`src/rtl/shear_sort_ctrl.sv`:
```
// Sequencer for a ROW x COL shear-sort mesh: drives load, then alternating snake-row and
// column odd-even compare-exchange passes, ending with a row-only pass and a done pulse.
module shear_sort_ctrl #(
    parameter int unsigned ROW = 8,
    parameter int unsigned COL = 8,
    localparam int unsigned PHASES = $clog2(ROW) + 1,
    localparam int unsigned MAXD = (ROW > COL) ? ROW : COL,
    localparam int unsigned SW = $clog2(MAXD),
    localparam int unsigned PW = $clog2(PHASES)
) (
    input  logic          clk_i,
    input  logic          rst_ni,
    input  logic          start_i,
    input  logic          hold_i,
    input  logic          abort_i,
    output logic          load_o,
    output logic          cmp_en_o,
    output logic          cmp_dim_o,
    output logic          cmp_odd_o,
    output logic [PW-1:0] phase_idx_o,
    output logic [SW-1:0] step_idx_o,
    output logic          busy_o,
    output logic          done_o
);

    localparam logic [SW-1:0] RowLast   = SW'(ROW - 1);
    localparam logic [SW-1:0] ColLast   = SW'(COL - 1);
    localparam logic [PW-1:0] PhaseLast = PW'(PHASES - 1);

    typedef enum logic [2:0] {StIdle, StLoad, StRow, StCol, StDone} state_e;

    state_e        state_q, state_d;
    logic [PW-1:0] phase_q, phase_d;
    logic [SW-1:0] step_q, step_d;

    always_ff @(posedge clk_i or negedge rst_ni) begin
        if (!rst_ni) begin
            state_q <= StIdle;
            phase_q <= '0;
            step_q  <= '0;
        end else begin
            state_q <= state_d;
            phase_q <= phase_d;
            step_q  <= step_d;
        end
    end

    always_comb begin
        state_d   = state_q;
        phase_d   = phase_q;
        step_d    = step_q;
        load_o    = 1'b0;
        cmp_en_o  = 1'b0;
        cmp_dim_o = 1'b0;
        cmp_odd_o = 1'b0;
        done_o    = 1'b0;

        unique case (state_q)
            StIdle: begin
                phase_d = '0;
                step_d  = '0;
                if (start_i && !abort_i) begin
                    state_d = StLoad;
                end
            end
            StLoad: begin
                load_o = !hold_i;
                if (!hold_i) begin
                    state_d = StRow;
                    phase_d = '0;
                    step_d  = '0;
                end
            end
            StRow: begin
                cmp_en_o  = !hold_i;
                cmp_odd_o = step_q[0];
                if (!hold_i) begin
                    if (step_q == ColLast) begin
                        step_d  = '0;
                        state_d = (phase_q == PhaseLast) ? StDone : StCol;
                    end else begin
                        step_d = step_q + SW'(1);
                    end
                end
            end
            StCol: begin
                cmp_en_o  = !hold_i;
                cmp_dim_o = 1'b1;
                cmp_odd_o = step_q[0];
                if (!hold_i) begin
                    if (step_q == RowLast) begin
                        step_d  = '0;
                        phase_d = phase_q + PW'(1);
                        state_d = StRow;
                    end else begin
                        step_d = step_q + SW'(1);
                    end
                end
            end
            StDone: begin
                // An aborted finish must not report completion.
                done_o = !hold_i && !abort_i;
                if (!hold_i) begin
                    state_d = StIdle;
                    phase_d = '0;
                    step_d  = '0;
                end
            end
            default: begin
                state_d = StIdle;
            end
        endcase

        if (abort_i && state_q != StIdle) begin
            state_d = StIdle;
            phase_d = '0;
            step_d  = '0;
        end
    end

    assign phase_idx_o = phase_q;
    assign step_idx_o  = step_q;
    assign busy_o      = (state_q != StIdle);

endmodule

```
`config.mk`:
```
export PLATFORM = sky130hd
export DESIGN_NAME = shear_sort_ctrl
export DESIGN_NICKNAME = d
export VERILOG_FILES = /design/src/rtl/shear_sort_ctrl.sv
export SDC_FILE = /design/constraint.sdc
export NUM_CORES = 1
export LEC_CHECK = 0
export ABC_AREA = 1
export CAP_MARGIN = 20
export CORE_MARGIN = 10
export CORE_UTILIZATION = 41
export DETAILED_ROUTE_END_ITERATION = 8
export PLACE_DENSITY = 0.72
export SYNTH_ARGS = -nofsm -noshare
export SYNTH_HDL_FRONTEND = slang
export SYNTH_SLANG_ARGS = --single-unit
export TNS_END_PERCENT = 10
```
`constraint.sdc`:
```
create_clock -name clk_i -period 1.4 [get_ports clk_i]
set_clock_uncertainty 0.2 [all_clocks]
set_input_delay 0.14 -clock clk_i [delete_from_list [all_inputs] [get_ports clk_i]]
set_output_delay 0.14 -clock clk_i [all_outputs]
set_load 0.02 [all_outputs]
```
==> implementation parameters, run 1 <==
Parameter                              Value

Status
  Result of the run    finished with violations
  Violated checks    setup timing

Detailed routing
  DR vias    717
  DRC violation count after routing    0
  Total iterations of the first detailed-routing run    4
  Total Routed Length    1904 µm
  Routed length per placed instance    13.80 µm
  Drt via density    5.196
  Antenna Violating Nets Remaining    0
  Number of DRC violations after detailed-routing iteration 0    11

Timing
  Max-slew violation count    0
  Slew at the pin with the worst max-slew slack    355.1 ps
  Min Clock Period, post-route    between 1500 and 2000 ps
  RSZ-0062 raised after global routing    yes
  Accumulated negative setup slack    -1876 ps
  Final hold violations    0
  Fmax    624.1 MHz
  Final critical-path share of the clock period    114.5%
  Tightest slew margin relative to the limit    76.26%
  Finish-stage setup viols    14
  Final critical-path setup slack    -202.3 ps

Pwr
  Areal power density over the cells    1854 nW/µm²
  Max VDD drop    1.226 mV
  Leakage power    0.5231 nW

Layout
  Commonest cells after routing, fill and taps aside    nand2_1, buf_4, inv_1, nand3_1
  Final standard cell utilization of the core    76.55%
  Synthesis-to-finish area growth    72.15%
  Number of filler instances in the final layout    95
  Layout Nets    roughly 130
  Antenna Diode Count    0
  Fraction of layout cells with a size suffix above 1    43.09%
  Final Non-Filler Cells    138
  Most common cell after layout, fill and taps aside    nand2_1

Placement
  Worst slack, placed    -394.5 ps
  Detail Placement HPWL    1409 µm
  # placed instances    129
  Number of input and output port buffers inserted    15
  Routability-driven placement congestion ratio    0.8218

Synthesis
  Distinct cells, synth    18
  Area share of the largest cell type after synthesis    33.76%
  Portion of the post-synthesis area used by sequential elements    between 30% and 40%
  Average footprint of a synthesized cell    ~7.1 µm²
  Main area contributors after synthesis    dfrtp_1, nand2_1, nand3_1
  Yosys top cell by area    dfrtp_1
  Synthesis Warnings    0
  FF+latch count, synth    8
  Gate Count Post-Synth    83
  Nets in the synthesized netlist    91
  Netlist area before placement    593.1 µm²

Min path
  Class of the most critical hold timing path    reg2reg

Floorplanning
  Vert. Die Dim    58.04 µm
  FP Rows    13
  I/O pin count    16
  Effective utilization at floorplan    44.47%
  Die width    58.04 µm
  Area of the die    3368 µm²
  Core area    between 1000 and 1500 µm²

Setup path
  Critical path start-end classification    reg2reg
  Startpoint type of the worst setup path    flip-flop
  Crit path capture type    flip-flop
  Worst path required time    1370 ps
  Worst EP arrival    1570 ps
  Highest fanout seen on the critical path    6

Clocking
  CTS tree    yes
  Number of buffers added by the clock tree synthesis step    3
  Root Buffer Master    clkbuf_4
  Worst-path clk slew    about 60 ps
  Num Clock Sinks    8
  Clock latency at the later pin of the worst-skew pair    approximately 240 ps
  Max H-tree Level    1
  Deepest clock path buffer count    2

GRT
  Number of antenna violations at the first check in global routing    0
  Maximum number of pins on one net before global-route repair    10
  Global-route wire length before repair    3036 µm
  Total gr overflow    0
  Total GRT Usage    approximately 11%
  Number of global-route vias before repair    693

Flow run
  Number of maximum-capacitance violations    0
==> synthesized netlist by cell type <==
cell	count
a21oi_1	1
dfrtp_1	8
ha_1	3
inv_1	9
inv_2	2
nand2_1	24
nand2_2	1
nand2_4	2
nand3_1	10
nand3_2	1
nand4_1	5
nor2_1	6
nor2_2	1
nor2_4	2
nor3_1	2
o211ai_2	1
o21ai_0	4
o21ai_1	1
==> layout make-up <==
| class | count | area (µm²) | share of cell area (%) |
|---|---|---|---|
| inverter | 11 | 41.29 | 4.044 |
| multi-input combinational | 65 | 435.4 | 42.65 |
| tap | 15 | 18.77 | 1.838 |
| clock buffer | 4 | 26.28 | 2.574 |
| timing repair buffer | 35 | 295.3 | 28.92 |
| sequential | 8 | 203.9 | 19.98 |
==> worst max-delay path, cell delays in order (launching register included) <==
cell and delay [ps]:
dfrtp_2 430, nor2_4 130, buf_6 120, nand2_4 50, buf_6 130, nand2_8 90, nand3_4 110, nand2_4 120
nand2_1 80, o21ai_2 60
==> metrics by stage <==
step	power [mW]	hold slack, ps	instance area, µm²
global route	2.041	356.2	1021
CTS	1.718	316.1	953.4
floorplan	0.9803	-355.6	613.1
detailed placement	1.487	241.1	902.1
finish	1.893	310.1	1021
global placement	1.470	242.6	902.1
==> power by group <==
part           internal, mW  switching (mW)  leakage, nW
logic                 0.596           0.726        0.405
registers             0.301          0.0838        0.103
clock network         0.109          0.0762       0.0150
==> cells by family (layout without fill, tap and decap cells) <==
| logic type | after synthesis | count (layout) | share of synthesized area [%] |
|---|---|---|---|
| simple gates | 54 | 55 | 45.78 |
| buf+inv | 11 | 50 | 6.962 |
| flops | 8 | 8 | 33.75 |
| fa+ha+maj | 3 | 3 | 6.330 |
| compound gates | 7 | 7 | 7.171 |
==> repair_timing <==
item / CTS / global route
setup buffers: 0 / 3
hold endpoints to repair: 8 / 0
gates cloned: 0 / 1
hold buffers: 1 / 0
endpoints found under the setup margin: 19 / 15
resized for setup: 43 / 12
pin swaps: 2 / 7
==> state kept, by name, summed over array words and instances, names as in the netlist <==
register / cells
state_q: 3
step_idx_o: 3
phase_idx_o: 2
==> path summary, 6_finish.rpt <==
kind                           startpoint        endpoint  slack [ps]  cells after the start
max                            state_q[0]   step_idx_o[1]        -200                      9
min                        phase_idx_o[1]  phase_idx_o[1]         310                      2
max reg2reg                    state_q[0]   step_idx_o[1]        -200                      9
min reg2reg                phase_idx_o[1]  phase_idx_o[1]         310                      2
max in group asynchronous          rst_ni      state_q[0]         200                      2
min in group asynchronous          rst_ni      state_q[2]         520                      2
==> per-layer routing <==
| metal | up-vias | GRT usage [%] | wire length [µm] |
|---|---|---|---|
| li1 | 357 | - | - |
| met5 | - | 0 | 0 |
| met3 | 2 | 5.011 | 116 |
| met2 | 18 | 18.56 | 951 |
| met1 | 340 | 12.10 | 816 |
| met4 | 0 | 3.356 | 21 |
Note: power is estimated with default switching activity, not from simulation.
==> run 2: changes to the inputs <==
CORE_MARGIN = default   (was 10)
RECOVER_POWER = 25   (was default)
==> run 2 against run 1 <==
Net effect:
- the run still ends with setup timing left
- maximum frequency up 0.99%
- first-iteration DRC count grew 9.1%
- critical path depth rose by 1
- sequential power about the same
- worst setup slack improved by 16 ps
- final cell count is 1.4% lower
- hold slack better by 7.0 ps
- cell area decreased by 0.49%
- non-clock buffer count is 1 lower
- count of clock-buffer cells in the layout did not move
- clock power increased by 11%
- largest cell class unchanged
==> implementation parameters, run 2 (same netlist as run 1, synthesis figures left out) <==
Parameter                              Value

Clocking
  Num Clock Sinks    8 (unchanged)
  CTS tree    yes
  Root Buffer Master    clkbuf_4
  Clock latency at the later pin of the worst-skew pair    270 ps (+30 ps)
  Deepest clock path buffer count    2 (unchanged)
  Worst-path clk slew    70 ps (about the same)
  Number of buffers added by the clock tree synthesis step    3 (unchanged)
  Max H-tree Level    1 (unchanged)

Floorplanning
  FP Rows    13 (unchanged)
  I/O pin count    16 (unchanged)
  Vert. Die Dim    40.04 µm (-31%)
  Area of the die    1603 µm² (-52%)
  Core area    1318 µm² (-1.2%)
  Die width    40.04 µm (-31%)
  Effective utilization at floorplan    45.01% (+0.55 points)

GRT
  Number of antenna violations at the first check in global routing    0 (unchanged)
  Maximum number of pins on one net before global-route repair    10 (unchanged)
  Total GRT Usage    26.36% (+15 points)
  Number of global-route vias before repair    672 (-3.0%)
  Total gr overflow    0 (unchanged)
  Global-route wire length before repair    2670 µm (-12%)

Timing
  Tightest slew margin relative to the limit    74.79% (-1.5 points)
  Accumulated negative setup slack    -1947 ps (-71.81 ps)
  Max-slew violation count    0 (unchanged)
  Min Clock Period, post-route    1587 ps (-15.77 ps)
  Slew at the pin with the worst max-slew slack    376.8 ps (+21.79 ps)
  Final critical-path share of the clock period    113.3% (-1.1 points)
  Final critical-path setup slack    -186.6 ps (+15.77 ps)
  Hold_ws    317.1 ps (+7.028 ps)
  Finish-stage setup viols    14 (unchanged)
  Final hold violations    0 (unchanged)
  RSZ-0062 raised after global routing    yes
  Fmax    630.3 MHz (+0.99%)

Status
  Violated checks    setup timing
  Result of the run    finished with violations

Setup path
  Worst path required time    1350 ps (-20 ps)
  Cell family with most CP delay    flip-flops
  Highest fanout seen on the critical path    9 (+3)
  Register-to-register setup slack    -190 ps (+20 ps)
  Worst EP arrival    1540 ps (-30 ps)
  Start of the worst register-to-register path    state_q[2]
  Critical path start-end classification    reg2reg
  Reg-to-reg critical path endpoint    state_q[1]
  Slowest cell on the critical path    dfrtp_1
  Total number of cells along the worst setup path    10 (+1)
  Cells traversed along the worst timing path    inv_2 > buf_6 > nand2_4 > buf_6 > nand2_8 > nand3_4 > inv_2 > nor2_4 > nand2_1 > nand2_1
  Startpoint type of the worst setup path    flip-flop
  Crit path capture type    flip-flop
  Slowest cell delay on critical path    450 ps (+20 ps)
  Buffers & Inverters on Critical Path    4 (+2)
  Depth of the most critical reg-to-reg path    10 (+1)

Detailed routing
  Routed wl met2    1005 µm (+5.7%)
  Antenna Violating Nets Remaining    0 (unchanged)
  DRC violation count after routing    0 (unchanged)
  Number of DRC violations after detailed-routing iteration 0    12 (+1)
  Routed length per placed instance    14.01 µm (+1.6%)
  Highest routing layer actually used    met4
  DR vias    726 (+1.3%)
  Drt via density    5.338 (+2.7%)
  Total iterations of the first detailed-routing run    4 (unchanged)
  Total Routed Length    1906 µm (+0.11%)
  Met1 wire length    757 µm (-7.2%)
  Total length of routed met3 wires    101 µm (-13%)

Layout
  Antenna Diode Count    0 (unchanged)
  Layout Nets    130 (-1.5%)
  Commonest cells after routing, fill and taps aside    nand2_1, buf_4, inv_1, nand3_1
  Fraction of layout cells with a size suffix above 1    44.63% (+1.5 points)
  Synthesis-to-finish area growth    71.31%
  Final standard cell utilization of the core    77.11% (+0.57 points)
  Most common cell after layout, fill and taps aside    nand2_1

Min path
  Endpoint with the worst hold slack    phase_idx_o[1]
  Hold-critical path depth    2 (unchanged)
  Hold wc startpoint    phase_idx_o[1]
  Class of the most critical hold timing path    reg2reg

Flow run
  Number of maximum-capacitance violations    0 (unchanged)

Placement
  Routability-driven placement congestion ratio    0.8371 (+1.9%)
  Detail Placement HPWL    1311 µm (-7.0%)
  Number of input and output port buffers inserted    15 (unchanged)

Pwr
  Areal power density over the cells    1890 nW/µm² (+1.9%)
  Leakage power    0.5177 nW (-1.0%)
  Max VDD drop    1.127 mV (-8.1%)
-- run 2: routing by layer --
metal,GRT usage [%],vias up
met3,11.11,7
met1,24.57,346
met4,13.79,0
li1,-,354
met5,0,-
met2,47.98,19
-- run 2: worst max-delay path by stage --
stage | slack, ps | endpoint | startpoint
finish | -190 | state_q[1] | state_q[2]
global route | -250 | state_q[1] | state_q[1]
CTS | -210 | busy_o | state_q[2]
detailed placement | -400 | done_o | hold_i
global placement | -370 | done_o | hold_i
floorplan | -60 | state_q[0] | step_idx_o[0]
-- run 2: area by class of cell --
| cell class | count | area, µm² |
|---|---|---|
| Multi-Input combinational cell | 64 | 437.9 |
| Fill cell | 89 | 301.5 |
| Timing Repair Buffer | 34 | 287.8 |
| Sequential cell | 8 | 203.9 |
| Inverter | 11 | 41.29 |
| Clock buffer | 4 | 26.28 |
| Tap cell | 15 | 18.77 |
-- run 2: tightest hold or removal path, stage by stage (launching register included) --
cell and delay, ps:
dfrtp_1 370, nand2_1 60, nand2_1 50
-- run 2: what timing repair did --
item / 4_1_cts / 5_1_grt
cloned: 0 / 0
pin swaps: 0 / 4
hold buffers: 1 / 0
endpoints found under the setup margin: 19 / 15
hold endpoints to repair: 8 / 0
gates resized for setup: 41 / 21
buffers inserted: 0 / 2
-- run 2: power by group --
group,switching (mW),internal (mW)
clock,0.0948,0.110
sequential,0.0818,0.301
combinational,0.742,0.590
total,0.919,1.00
-- run 2: per-stage QoR --
| stage | worst slack [ps] | instances | power, mW | instance area [µm²] |
|---|---|---|---|---|
| 4_1_cts | -214.5 | 134 | 1.726 | 949.7 |
| 6_report | -186.6 | 136 | 1.920 | 1016 |
| 5_1_grt | -254.8 | 136 | 2.059 | 1016 |
| 2_1_floorplan | -56.32 | 83 | 0.9803 | 613.1 |
| 3_5_place_dp | -402.0 | 129 | 1.493 | 902.1 |
| 3_3_place_gp | -365.9 | 129 | 1.461 | 902.1 |
==> run 3: changes to the inputs <==
CORE_MARGIN = 10   (was default)
==> run 3 against run 2 <==
Net effect:
- the flow still finishes with violations (setup timing)
- critical path depth decreased by 1
- worst setup slack got worse by 16 ps
- sequential share of layout area decreased by 0.099 points
- non-clock buffer count is 1 higher
- total power down 1.5%
- via count is 1.2% lower
- core utilization decreased by 0.57 points
- register-to-register slack lost 20 ps
- clock power decreased by 9.8%
- final cell count grew 1.5%
- critical path type unchanged
- largest power group unchanged
==> implementation parameters, run 3 (same netlist as run 1, synthesis figures left out) <==
Parameter                              Value

Timing
  Final critical-path share of the clock period    114.5% (+1.1 points)
  Tightest slew margin relative to the limit    75.87% (+1.1 points)
  Accumulated negative setup slack    -1876 ps (+71.81 ps)
  Slew at the pin with the worst max-slew slack    360.8 ps (-16.05 ps)
  Final critical-path setup slack    -202.3 ps (-15.77 ps)
  Final hold violations    0 (unchanged)
  Max-slew violation count    0 (unchanged)
  Fmax    624.1 MHz (-0.98%)
  Min Clock Period, post-route    1602 ps (+15.77 ps)
  RSZ-0062 raised after global routing    yes
  Finish-stage setup viols    14 (unchanged)

Layout
  Fraction of layout cells with a size suffix above 1    43.09% (-1.5 points)
  Most common cell after layout, fill and taps aside    nand2_1
  Antenna Diode Count    0 (unchanged)
  Commonest cells after routing, fill and taps aside    nand2_1, buf_4, inv_1, nand3_1
  Area taken by flip-flops and latches    203.9 µm² (unchanged)
  Synthesis-to-finish area growth    72.15%
  Number of filler instances in the final layout    95 (+6.7%)
  Combined area of the multi-input logic cells    435.4 µm² (-0.57%)
  Layout Nets    132 (+1.5%)
  Final standard cell utilization of the core    76.55% (-0.57 points)

Clocking
  Num Clock Sinks    8 (unchanged)
  Deepest clock path buffer count    2 (unchanged)
  Max H-tree Level    1 (unchanged)
  CTS tree    yes
  Number of buffers added by the clock tree synthesis step    3 (unchanged)
  Worst-path clk slew    60 ps (about the same)
  Root Buffer Master    clkbuf_4
  Clock latency at the later pin of the worst-skew pair    240 ps (-30 ps)

GRT
  Total GRT Usage    11.04% (-15 points)
  Maximum number of pins on one net before global-route repair    10 (unchanged)
  Total gr overflow    0 (unchanged)
  Global-route wire length before repair    3036 µm (+14%)
  Number of antenna violations at the first check in global routing    0 (unchanged)
  Number of global-route vias before repair    693 (+3.1%)

Detailed routing
  Total Routed Length    1903 µm (-0.16%)
  DR vias    717 (-1.2%)
  Drt via density    5.196 (-2.7%)
  Number of DRC violations after detailed-routing iteration 0    11 (-1)
  Antenna Violating Nets Remaining    0 (unchanged)
  Total iterations of the first detailed-routing run    4 (unchanged)
  Routed length per placed instance    13.79 µm (-1.6%)
  DRC violation count after routing    0 (unchanged)

Pwr
  Max VDD drop    1.226 mV (+8.8%)
  Overall power after layout    1.892 mW (-1.5%)
  Logic gate share of total power    69.9% (+0.5 points)
  Switching power of the nets    0.8863 mW (-3.5%)
  Power share of the sequential group    20.4% (+0.4 points)
  Leakage power    0.5234 nW (+1.1%)
  Proportion of power drawn by the clock network    9.8% (-0.9 points)
  Areal power density over the cells    1853 nW/µm² (-1.9%)
  Int Power    1.006 mW (+0.45%)
  Net switching fraction of the power    46.84% (-1.0 points)

Placement
  Routability-driven placement congestion ratio    0.8218 (-1.8%)
  Detail Placement HPWL    1409 µm (+7.5%)
  Worst slack, placed    -394.5 ps (+7.506 ps)
  Number of input and output port buffers inserted    15 (unchanged)

Setup path
  Worst EP arrival    1570 ps (+30 ps)
  Crit path capture type    flip-flop
  Startpoint type of the worst setup path    flip-flop
  Worst path required time    1370 ps (+20 ps)
  Critical path start-end classification    reg2reg
  Highest fanout seen on the critical path    6 (-3)

Min path
  Class of the most critical hold timing path    reg2reg

Status
  Violated checks    setup timing
  Result of the run    finished with violations

Flow run
  Number of maximum-capacitance violations    0 (unchanged)

Floorplanning
  I/O pin count    16 (unchanged)
  Die width    58.04 µm (+45%)
  Vert. Die Dim    58.04 µm (+45%)
  Area of the die    3368 µm² (+110%)
  FP Rows    13 (unchanged)
  Core area    1334 µm² (+1.2%)
  Effective utilization at floorplan    44.47% (-0.55 points)
[run 3: what timing repair did]
| item | 4_1_cts | 5_1_grt |
|---|---|---|
| gates cloned | 0 | 1 |
| setup endpoints to repair | 19 | 15 |
| buffers inserted | 0 | 3 |
| resized for setup | 43 | 12 |
| endpoints found under the hold margin | 8 | 0 |
| pin swaps | 2 | 7 |
| hold buffers | 1 | 0 |
[run 3: metal layers]
layer | GRT usage, % | vias to the layer above | wire, µm
met2 | 18.56 | 18 | 950
met3 | 5.011 | 2 | 116
met4 | 3.356 | 0 | 21
li1 | - | 357 | -
met1 | 12.10 | 340 | 815
met5 | 0 | - | 0
[run 3: cell type report]
type,count,share of cell area [%]
well taps,15,1.838
repair buffers,35,28.92
clock buffers,4,2.574
multi-input cells,65,42.65
flip-flops and latches,8,19.98
inverters,11,4.044
[run 3: final timing paths]
kind                           startpoint              to  slack (ps)  cells after the start
setup / recovery               state_q[0]   step_idx_o[1]        -200                      9
hold / removal             phase_idx_o[1]  phase_idx_o[1]         310                      2
max in group asynchronous          rst_ni      state_q[0]         130                      2
setup reg to reg               state_q[0]   step_idx_o[1]        -200                      9
hold reg to reg            phase_idx_o[1]  phase_idx_o[1]         310                      2
min in group asynchronous          rst_ni      state_q[2]         580                      2
[run 3: stage by stage]
step	area, µm²	cells	hold slack, ps
detailed placement	902.1	129	241.1
global placement	902.1	129	242.6
CTS	953.4	134	316.1
floorplan	613.1	83	-355.6
global route	1021	138	356.2
finish	1021	138	310.1
[run 3: critical path, stage by stage, from the launching register on]
cell and delay, ps:
dfrtp_2 430, nor2_4 130, buf_6 120, nand2_4 50, buf_6 130, nand2_8 90, nand3_4 110, nand2_4 120
nand2_1 80, o21ai_2 60
[run 3: power by group through the flow]
stage / clock [mW] / combinational [mW] / sequential (mW)
finish: 0.185 / 1.32 / 0.385
global placement: 0 / 1.09 / 0.384
global route: 0.202 / 1.45 / 0.391
detailed placement: 0 / 1.10 / 0.389
CTS: 0.192 / 1.14 / 0.387
floorplan: 0 / 0.558 / 0.422
